[src/rtl/wishbone_interconnect_nport_pkg.sv]
// Shared types, register offsets and address decode for the N-port Wishbone interconnect.
package wishbone_interconnect_nport_pkg;

    typedef enum logic [2:0] {
        ST_IDLE,
        ST_SLAVE,
        ST_INT,
        ST_ERR,
        ST_DONE
    } wb_state_e;

    typedef enum logic [1:0] {
        TGT_SLAVE,
        TGT_INT,
        TGT_UNMAPPED
    } wb_target_e;

    localparam logic [7:0] INT_ADDR_DEFAULT = 8'hFF;

    // Interrupt block registers are selected by m_adr_i[2].
    localparam logic INT_REG_PENDING = 1'b0;
    localparam logic INT_REG_MASK    = 1'b1;

    function automatic wb_target_e decode_sel(input logic [7:0] sel,
                                              input int         num_slaves,
                                              input logic [7:0] int_addr);
        if (int'(sel) < num_slaves) return TGT_SLAVE;
        if (sel == int_addr)        return TGT_INT;
        return TGT_UNMAPPED;
    endfunction

endpackage

[src/rtl/wishbone_interconnect_nport_if.sv]
// Bus bundle between the host master, the interconnect and the peripheral slaves.
// Signal suffixes are relative to the interconnect; 'slave' is the interconnect's own view.
interface wishbone_interconnect_nport_if #(
    parameter int NUM_SLAVES = 4
);
    logic                       m_we_i;
    logic                       m_cyc_i;
    logic                       m_stb_i;
    logic [3:0]                 m_sel_i;
    logic [31:0]                m_adr_i;
    logic [31:0]                m_dat_i;
    logic [31:0]                m_dat_o;
    logic                       m_ack_o;
    logic                       m_err_o;
    logic                       m_int_o;
    logic                       s_we_o;
    logic [3:0]                 s_sel_o;
    logic [31:0]                s_adr_o;
    logic [31:0]                s_dat_o;
    logic [NUM_SLAVES-1:0]      s_cyc_o;
    logic [NUM_SLAVES-1:0]      s_stb_o;
    logic [32*NUM_SLAVES-1:0]   s_dat_i;
    logic [NUM_SLAVES-1:0]      s_ack_i;
    logic [NUM_SLAVES-1:0]      s_int_i;

    modport slave (
        input  m_we_i, m_cyc_i, m_stb_i, m_sel_i, m_adr_i, m_dat_i,
        input  s_dat_i, s_ack_i, s_int_i,
        output m_dat_o, m_ack_o, m_err_o, m_int_o,
        output s_we_o, s_sel_o, s_adr_o, s_dat_o, s_cyc_o, s_stb_o
    );

    modport master (
        output m_we_i, m_cyc_i, m_stb_i, m_sel_i, m_adr_i, m_dat_i,
        output s_dat_i, s_ack_i, s_int_i,
        input  m_dat_o, m_ack_o, m_err_o, m_int_o,
        input  s_we_o, s_sel_o, s_adr_o, s_dat_o, s_cyc_o, s_stb_o
    );
endinterface

[src/rtl/wishbone_interconnect_nport_int_ctrl.sv]
// Interrupt block: sticky pending bits with W1C, mask register and registered interrupt output.
module wishbone_interconnect_nport_int_ctrl
    import wishbone_interconnect_nport_pkg::*;
#(
    parameter int          NUM_SLAVES   = 4,
    parameter logic [31:0] INT_MASK_RST = 32'hFFFF_FFFF
) (
    input  logic                  clk,
    input  logic                  rst,
    input  logic                  wr_en_i,
    input  logic                  reg_sel_i,
    input  logic [31:0]           wdata_i,
    input  logic [NUM_SLAVES-1:0] s_int_i,
    output logic [31:0]           rdata_o,
    output logic                  int_o
);
    logic [31:0] pending_q, pending_d;
    logic [31:0] mask_q, mask_d;
    logic [31:0] w1c;
    logic        int_q;

    // Clear is applied before the OR, so a source held high wins over a same-cycle W1C.
    always_comb begin
        w1c       = (wr_en_i && reg_sel_i == INT_REG_PENDING) ? wdata_i : '0;
        pending_d = (pending_q & ~w1c) | 32'(s_int_i);
        mask_d    = (wr_en_i && reg_sel_i == INT_REG_MASK) ? wdata_i : mask_q;
    end

    // NOTE: every state register here is reset explicitly; the mask must come up at
    // INT_MASK_RST, not at zero, so no register is left to power-up values.
    always_ff @(posedge clk or negedge rst) begin
        if (!rst) begin
            pending_q <= '0;
            mask_q    <= INT_MASK_RST;
            int_q     <= 1'b0;
        end else begin
            // NOTE: non-blocking assignments so every register samples pre-edge values.
            pending_q <= pending_d;
            mask_q    <= mask_d;
            int_q     <= |(pending_q & mask_q);
        end
    end

    assign rdata_o = (reg_sel_i == INT_REG_MASK) ? mask_q : (pending_q & mask_q);
    assign int_o   = int_q;

endmodule

[src/rtl/wishbone_interconnect_nport.sv]
// Single-master, NUM_SLAVES-slave Wishbone classic interconnect with watchdog timeout,
// unmapped-address bus error and an internal interrupt block.
module wishbone_interconnect_nport
    import wishbone_interconnect_nport_pkg::*;
#(
    parameter int          NUM_SLAVES   = 4,
    parameter int          TIMEOUT      = 1024,
    parameter logic [7:0]  INT_ADDR     = INT_ADDR_DEFAULT,
    parameter logic [31:0] INT_MASK_RST = 32'hFFFF_FFFF
) (
    input logic clk,
    input logic rst,
    wishbone_interconnect_nport_if.slave bus
);
    localparam int IDX_W   = (NUM_SLAVES > 1) ? $clog2(NUM_SLAVES) : 1;
    localparam int TIMER_W = $clog2(TIMEOUT);

    wb_state_e            state_q, state_d;
    wb_target_e           target;
    logic [IDX_W-1:0]     idx_q, idx_d;
    logic [TIMER_W-1:0]   timer_q, timer_d;
    logic [31:0]          m_dat_q, m_dat_d;
    logic                 m_ack_q, m_ack_d;
    logic                 m_err_q, m_err_d;
    logic                 in_slave;
    logic                 slave_ack;
    logic [31:0]          slave_rdata;
    logic [31:0]          int_rdata;
    logic                 int_wr;
    logic                 int_irq;
    logic [NUM_SLAVES-1:0] cyc_vec, stb_vec;

    assign target      = decode_sel(bus.m_adr_i[31:24], NUM_SLAVES, INT_ADDR);
    assign in_slave    = (state_q == ST_SLAVE);
    assign slave_ack   = bus.s_ack_i[idx_q];
    assign slave_rdata = bus.s_dat_i[32*int'(idx_q) +: 32];
    assign int_wr      = (state_q == ST_INT) && bus.m_cyc_i && bus.m_we_i;

    // NOTE: every variable gets a default at the top so no path infers a latch.
    always_comb begin
        state_d = state_q;
        idx_d   = idx_q;
        timer_d = '0;
        m_dat_d = m_dat_q;
        m_ack_d = 1'b0;
        m_err_d = 1'b0;
        if (!bus.m_cyc_i) begin
            state_d = ST_IDLE;
        end else begin
            case (state_q)
                ST_IDLE: if (bus.m_stb_i) begin
                    idx_d = bus.m_adr_i[24 +: IDX_W];
                    case (target)
                        TGT_SLAVE: state_d = ST_SLAVE;
                        TGT_INT:   state_d = ST_INT;
                        default:   state_d = ST_ERR;
                    endcase
                end
                ST_SLAVE: begin
                    // An ack arriving on the final timeout cycle still completes normally.
                    if (slave_ack) begin
                        m_dat_d = slave_rdata;
                        m_ack_d = 1'b1;
                        state_d = ST_DONE;
                    end else if (timer_q == TIMER_W'(TIMEOUT - 1)) begin
                        m_err_d = 1'b1;
                        state_d = ST_DONE;
                    end else begin
                        timer_d = timer_q + 1'b1;
                    end
                end
                ST_INT: begin
                    m_dat_d = int_rdata;
                    m_ack_d = 1'b1;
                    state_d = ST_DONE;
                end
                ST_ERR: begin
                    m_dat_d = '0;
                    m_err_d = 1'b1;
                    state_d = ST_DONE;
                end
                ST_DONE: if (!bus.m_stb_i) state_d = ST_IDLE;
                default: state_d = ST_IDLE;
            endcase
        end
    end

    always_ff @(posedge clk or negedge rst) begin
        if (!rst) begin
            state_q <= ST_IDLE;
            idx_q   <= '0;
            timer_q <= '0;
            m_dat_q <= '0;
            m_ack_q <= 1'b0;
            m_err_q <= 1'b0;
        end else begin
            state_q <= state_d;
            idx_q   <= idx_d;
            timer_q <= timer_d;
            m_dat_q <= m_dat_d;
            m_ack_q <= m_ack_d;
            m_err_q <= m_err_d;
        end
    end

    for (genvar k = 0; k < NUM_SLAVES; k++) begin : g_strobe
        assign cyc_vec[k] = in_slave && (idx_q == IDX_W'(k)) && bus.m_cyc_i;
        assign stb_vec[k] = in_slave && (idx_q == IDX_W'(k)) && bus.m_stb_i;
    end

    assign bus.s_cyc_o = cyc_vec;
    assign bus.s_stb_o = stb_vec;
    assign bus.s_we_o  = in_slave && bus.m_we_i;
    assign bus.s_sel_o = in_slave ? bus.m_sel_i : '0;
    assign bus.s_adr_o = in_slave ? {8'h00, bus.m_adr_i[23:0]} : '0;
    assign bus.s_dat_o = in_slave ? bus.m_dat_i : '0;

    assign bus.m_dat_o = m_dat_q;
    assign bus.m_ack_o = m_ack_q;
    assign bus.m_err_o = m_err_q;
    assign bus.m_int_o = int_irq;

    wishbone_interconnect_nport_int_ctrl #(
        .NUM_SLAVES   (NUM_SLAVES),
        .INT_MASK_RST (INT_MASK_RST)
    ) u_int_ctrl (
        .clk       (clk),
        .rst       (rst),
        .wr_en_i   (int_wr),
        .reg_sel_i (bus.m_adr_i[2]),
        .wdata_i   (bus.m_dat_i),
        .s_int_i   (bus.s_int_i),
        .rdata_o   (int_rdata),
        .int_o     (int_irq)
    );

endmodule

[src/flat_wrapper.sv]
// flat-port wrapper written by rule: the top's interface ports become plain ports
module wishbone_interconnect_nport_flat import wishbone_interconnect_nport_pkg::*;
#(
    parameter int          NUM_SLAVES   = 4,
    parameter int          TIMEOUT      = 1024,
    parameter logic [7:0]  INT_ADDR     = INT_ADDR_DEFAULT,
    parameter logic [31:0] INT_MASK_RST = 32'hFFFF_FFFF
)
  (clk, rst, bus_m_we_i, bus_m_cyc_i, bus_m_stb_i, bus_m_sel_i, bus_m_adr_i, bus_m_dat_i, bus_s_dat_i, bus_s_ack_i, bus_s_int_i, bus_m_dat_o, bus_m_ack_o, bus_m_err_o, bus_m_int_o, bus_s_we_o, bus_s_sel_o, bus_s_adr_o, bus_s_dat_o, bus_s_cyc_o, bus_s_stb_o);
  wishbone_interconnect_nport_if #(.NUM_SLAVES(NUM_SLAVES)) bus_i ();
  input logic clk;
  input logic rst;
  input wire logic [$bits(bus_i.m_we_i)-1:0] bus_m_we_i;
  input wire logic [$bits(bus_i.m_cyc_i)-1:0] bus_m_cyc_i;
  input wire logic [$bits(bus_i.m_stb_i)-1:0] bus_m_stb_i;
  input wire logic [$bits(bus_i.m_sel_i)-1:0] bus_m_sel_i;
  input wire logic [$bits(bus_i.m_adr_i)-1:0] bus_m_adr_i;
  input wire logic [$bits(bus_i.m_dat_i)-1:0] bus_m_dat_i;
  input wire logic [$bits(bus_i.s_dat_i)-1:0] bus_s_dat_i;
  input wire logic [$bits(bus_i.s_ack_i)-1:0] bus_s_ack_i;
  input wire logic [$bits(bus_i.s_int_i)-1:0] bus_s_int_i;
  output wire logic [$bits(bus_i.m_dat_o)-1:0] bus_m_dat_o;
  output wire logic [$bits(bus_i.m_ack_o)-1:0] bus_m_ack_o;
  output wire logic [$bits(bus_i.m_err_o)-1:0] bus_m_err_o;
  output wire logic [$bits(bus_i.m_int_o)-1:0] bus_m_int_o;
  output wire logic [$bits(bus_i.s_we_o)-1:0] bus_s_we_o;
  output wire logic [$bits(bus_i.s_sel_o)-1:0] bus_s_sel_o;
  output wire logic [$bits(bus_i.s_adr_o)-1:0] bus_s_adr_o;
  output wire logic [$bits(bus_i.s_dat_o)-1:0] bus_s_dat_o;
  output wire logic [$bits(bus_i.s_cyc_o)-1:0] bus_s_cyc_o;
  output wire logic [$bits(bus_i.s_stb_o)-1:0] bus_s_stb_o;
  assign bus_i.m_we_i = bus_m_we_i;
  assign bus_i.m_cyc_i = bus_m_cyc_i;
  assign bus_i.m_stb_i = bus_m_stb_i;
  assign bus_i.m_sel_i = bus_m_sel_i;
  assign bus_i.m_adr_i = bus_m_adr_i;
  assign bus_i.m_dat_i = bus_m_dat_i;
  assign bus_i.s_dat_i = bus_s_dat_i;
  assign bus_i.s_ack_i = bus_s_ack_i;
  assign bus_i.s_int_i = bus_s_int_i;
  assign bus_m_dat_o = bus_i.m_dat_o;
  assign bus_m_ack_o = bus_i.m_ack_o;
  assign bus_m_err_o = bus_i.m_err_o;
  assign bus_m_int_o = bus_i.m_int_o;
  assign bus_s_we_o = bus_i.s_we_o;
  assign bus_s_sel_o = bus_i.s_sel_o;
  assign bus_s_adr_o = bus_i.s_adr_o;
  assign bus_s_dat_o = bus_i.s_dat_o;
  assign bus_s_cyc_o = bus_i.s_cyc_o;
  assign bus_s_stb_o = bus_i.s_stb_o;
  wishbone_interconnect_nport #(.NUM_SLAVES(NUM_SLAVES), .TIMEOUT(TIMEOUT), .INT_ADDR(INT_ADDR), .INT_MASK_RST(INT_MASK_RST)) u_core (.clk(clk), .rst(rst), .bus(bus_i));
endmodule
[config.mk]
export PLATFORM = sky130hd
export DESIGN_NAME = wishbone_interconnect_nport_flat
export DESIGN_NICKNAME = d
export VERILOG_FILES = /design/src/rtl/wishbone_interconnect_nport_pkg.sv /design/src/rtl/wishbone_interconnect_nport_if.sv /design/src/rtl/wishbone_interconnect_nport_int_ctrl.sv /design/src/rtl/wishbone_interconnect_nport.sv /design/src/flat_wrapper.sv
export SDC_FILE = /design/constraint.sdc
export NUM_CORES = 1
export LEC_CHECK = 0
export BUFFER_PORTS_ARGS = -buffer_cell sky130_fd_sc_hd__buf_2
export CORE_MARGIN = 5
export CORE_UTILIZATION = 42
export CTS_CLUSTER_DIAMETER = 100
export DETAILED_ROUTE_END_ITERATION = 6
export PLACE_DENSITY = 0.83
export RECOVER_POWER = 50
export SLEW_MARGIN = 25
export SYNTH_ARGS = -nofsm -noshare
export SYNTH_HDL_FRONTEND = slang
export SYNTH_SLANG_ARGS = --single-unit
[constraint.sdc]
create_clock -name clk -period 1.5 [get_ports clk]
set_input_delay 0 -clock clk [delete_from_list [all_inputs] [get_ports clk]]
set_output_delay 0 -clock clk [all_outputs]
set_load 0.02 [all_outputs]
==> results.sh <==
export IMPL_p_per_area_mw_per_mm2=1400
export IMPL_drc_errors=0
export IMPL_status="finished with violations"
export IMPL_root_buffer="clkbuf_16"
export IMPL_critical_path_class="reg2out"
export IMPL_ys_flop_type="dfrtp_1"
export IMPL_yosysSeqAreaShare=0.456
export IMPL_postLayoutCellArea_sq_mm=0.0109
export IMPL_grtUsageTotal=0.274
export IMPL_swShare=0.350
export IMPL_startpoint_type="register"
export IMPL_synthCells=580
export IMPL_clkTransAtPathRegs_ns=0.06
export IMPL_use_met3=0.0673
export IMPL_clockPowerShare=0.265
export IMPL_fin_ws_ns=-0.300
export IMPL_die_w_microns=133
export IMPL_synth_avg_cell_area_sq_um=10.9
export IMPL_synth_top_cells_by_area="dfrtp_1, dfstp_2, mux4_2"
export IMPL_dieArea_sq_mm=0.0177
export IMPL_tns_ns=-23.76
export IMPL_clock_fmax_ghz=0.555
export IMPL_placed_area_sq_mm=0.00855
export IMPL_rsz0062_at_grt="true"
export IMPL_critPathRequiredTime_ns=1.50
export IMPL_period_share=1.20
export IMPL_cts_sinks=114
export IMPL_cts_buffers_inserted=17
export IMPL_seq_power_share=0.302
export IMPL_setup_viol=153
export IMPL_synth_top_family_by_area="simple AND/OR/NAND/NOR gates"
export IMPL_clock_latency_ns=0.43
export IMPL_synth_top_area_frac=0.323
export IMPL_cts_tree="built"
export IMPL_hpwl_mm=16.4
export IMPL_p_sw_mw=5.34
export IMPL_grt_overflow=0
export IMPL_combPwrFrac=0.433
export IMPL_grt_pass1_wl_mm=38.0
export IMPL_first_pass_iters=5
export IMPL_ios=321
export IMPL_nets=1217
export IMPL_worstMarginPinSlew_ns=1.02
export IMPL_routed_wirelength_mm=27.0
export IMPL_synth_simple_gate_area_frac=0.195
export IMPL_routed_via_density=5.66
export IMPL_synth_area_mux_share=0.179
export IMPL_vias=6847
export IMPL_violations="setup timing"
export IMPL_die_height_microns=133
export IMPL_use_met1=0.322
export IMPL_port_buffers=312
export IMPL_grt_start_max_net_pins=41
export IMPL_syn_area_sq_mm=0.00635
export IMPL_grt_pass1_vias=7233
export IMPL_arrival_ns=1.80
export IMPL_synth_xor_area_share=0.0110
export IMPL_min_period_ns=1.80
export IMPL_final_max_slew_viol_count=0
export IMPL_area_growth_pct=71.3
export IMPL_wire_per_inst_microns=22.3
export IMPL_mostFrequentLayoutCell="buf_2"
export IMPL_most_common_layout_cells="buf_2, dfrtp_1, buf_4"
export IMPL_synth_seq_cells=114
export IMPL_finalHoldViolCount=0
export IMPL_start_util=0.422
export IMPL_synth_compound_area_frac=0.114
export IMPL_drive_gt1_frac=0.632
export IMPL_relSlewSlack=0.317
export IMPL_synthArstFlopShare=1.00
export IMPL_synthAdderAreaFrac=0.00197
export IMPL_drtIter0Drc=483
export IMPL_coreArea_sq_mm=0.0150
export IMPL_p_int_mw=9.92
export IMPL_timing_critical_path_fanout_max=13
export IMPL_row_count=45
export IMPL_synthDistinctLibCells=41
export IMPL_grt_busiest_layer="met2"
export IMPL_gp_congestion=0.824
export IMPL_synth_edf_count=0
export IMPL_ys_warn_count=0
export IMPL_htree_levels=4
export IMPL_clock_skew_ns=0.0136
export IMPL_yosysTopAreaCell="dfrtp_1"
export IMPL_drt_antenna_violating_nets=0
export IMPL_cts_max_path_buffers=2
export IMPL_p_leak_nw=5.11
export IMPL_antenna_found_initial=2
export IMPL_hp_class="in2reg"
export IMPL_fin_util=0.723
export IMPL_crit_path_end_kind="output port"
export IMPL_grt_util_met2=0.475
export IMPL_ir_drop_mv=1.25
export IMPL_maxCapViolations=0
==> logic make-up after synthesis <==
logic type | Yosys count
other | 1
adders and majority gates | 1
AOI/OAI and AO/OA | 117
DFF | 114
muxes | 68
xor gates and xnor gates | 8
and+or+nand+nor | 219
buffers and inverters | 52
==> critical path: stages, from the launching register on <==
cell,delay [ns]
dfrtp_2,0.41
nand2b_4,0.15
nor2_4,0.16
buf_4,0.17
clkbuf_16,0.15
and2_1,0.15
buf_2,0.17
==> sequential cells by signal, summed over array words and instances, names as in the netlist <==
register and cells:
u_core.bus.m_err_o 1, u_core.state_q 3, u_core.u_int_ctrl.mask_q 32, u_core.bus.m_ack_o 1
u_core.u_int_ctrl.pending_q 32, u_core.idx_q 2, u_core.u_int_ctrl.int_o 1, u_core.timer_q 10
u_core.bus.m_dat_o 32
==> power by group through the flow <==
stage	Clock [mW]	Sequential, mW	Combinational (mW)
floorplan	0	4.95	2.78
global placement	0	4.54	4.96
detailed placement	0	4.59	5.07
CTS	4.06	4.56	5.87
global route	4.23	4.68	7.01
finish	4.04	4.61	6.61
==> stage by stage <==
step | cells | total power, mW | hold slack (ns) | worst slack (ns)
detailed placement | 1095 | 9.66 | 0.0314 | -0.198
floorplan | 587 | 7.73 | -0.296 | -0.136
finish | 1209 | 15.3 | 0.0594 | -0.300
global placement | 1095 | 9.51 | 0.0242 | -0.162
CTS | 1188 | 14.5 | 0.0457 | -0.253
global route | 1209 | 15.9 | 0.0638 | -0.350
==> layer usage <==
layer / up-vias / wire length (microns)
met5: - / 13
met4: 2 / 784
met3: 77 / 2140
met2: 429 / 14100
met1: 3376 / 9880
li1: 2963 / -
==> final timing paths <==
check                      depth (start not counted)  slack, ns              startpoint                      endpoint
max                                                6      -0.30       u_core.state_q[1]               bus_s_dat_o[31]
min                                                4       0.06         bus_s_dat_i[28]        u_core.bus.m_dat_o[28]
max reg2reg                                        6      -0.28         u_core.idx_q[0]         u_core.bus.m_dat_o[9]
min reg2reg                                        2       0.47  u_core.bus.m_dat_o[24]        u_core.bus.m_dat_o[24]
max in group asynchronous                          3       0.15                     rst  u_core.u_int_ctrl.mask_q[26]
min in group asynchronous                          2       0.29                     rst        u_core.bus.m_dat_o[17]
==> what timing repair did <==
action	in CTS	in global routing
pin swaps	8	30
cloned	4	12
buffers inserted	8	12
hold buffers	49	0
setup endpoints to repair	115	161
gates resized for setup	137	147
endpoints found under the hold margin	138	0
==> Yosys cell counts, types with 4 or more instances <==
cell      instances
nand3_1           5
buf_2             7
a21o_1            4
buf_4            10
nand4_1          10
dfstp_2          32
nor2_1           48
a21oi_1          32
xor2_1            7
nand2_1          42
a21boi_0         28
dfrtp_1          82
clkbuf_1         28
o21ai_1           7
a22oi_1          16
mux2_2           34
nor4b_1          31
nor3b_1           5
and2_1           61
mux4_2           33
o21ai_0          26
buf_6             4
==> layout make-up <==
type | instances | area [sq um]
Antenna cell | 1 | 2.50
Clock buffer | 19 | 453
Clock inverter | 13 | 136
Fill cell | 965 | 4160
Multi-Input combinational cell | 422 | 3660
Sequential cell | 114 | 2900
Tap cell | 188 | 235
Timing Repair Buffer | 452 | 3490
Power figures use the tool's default switching activity.
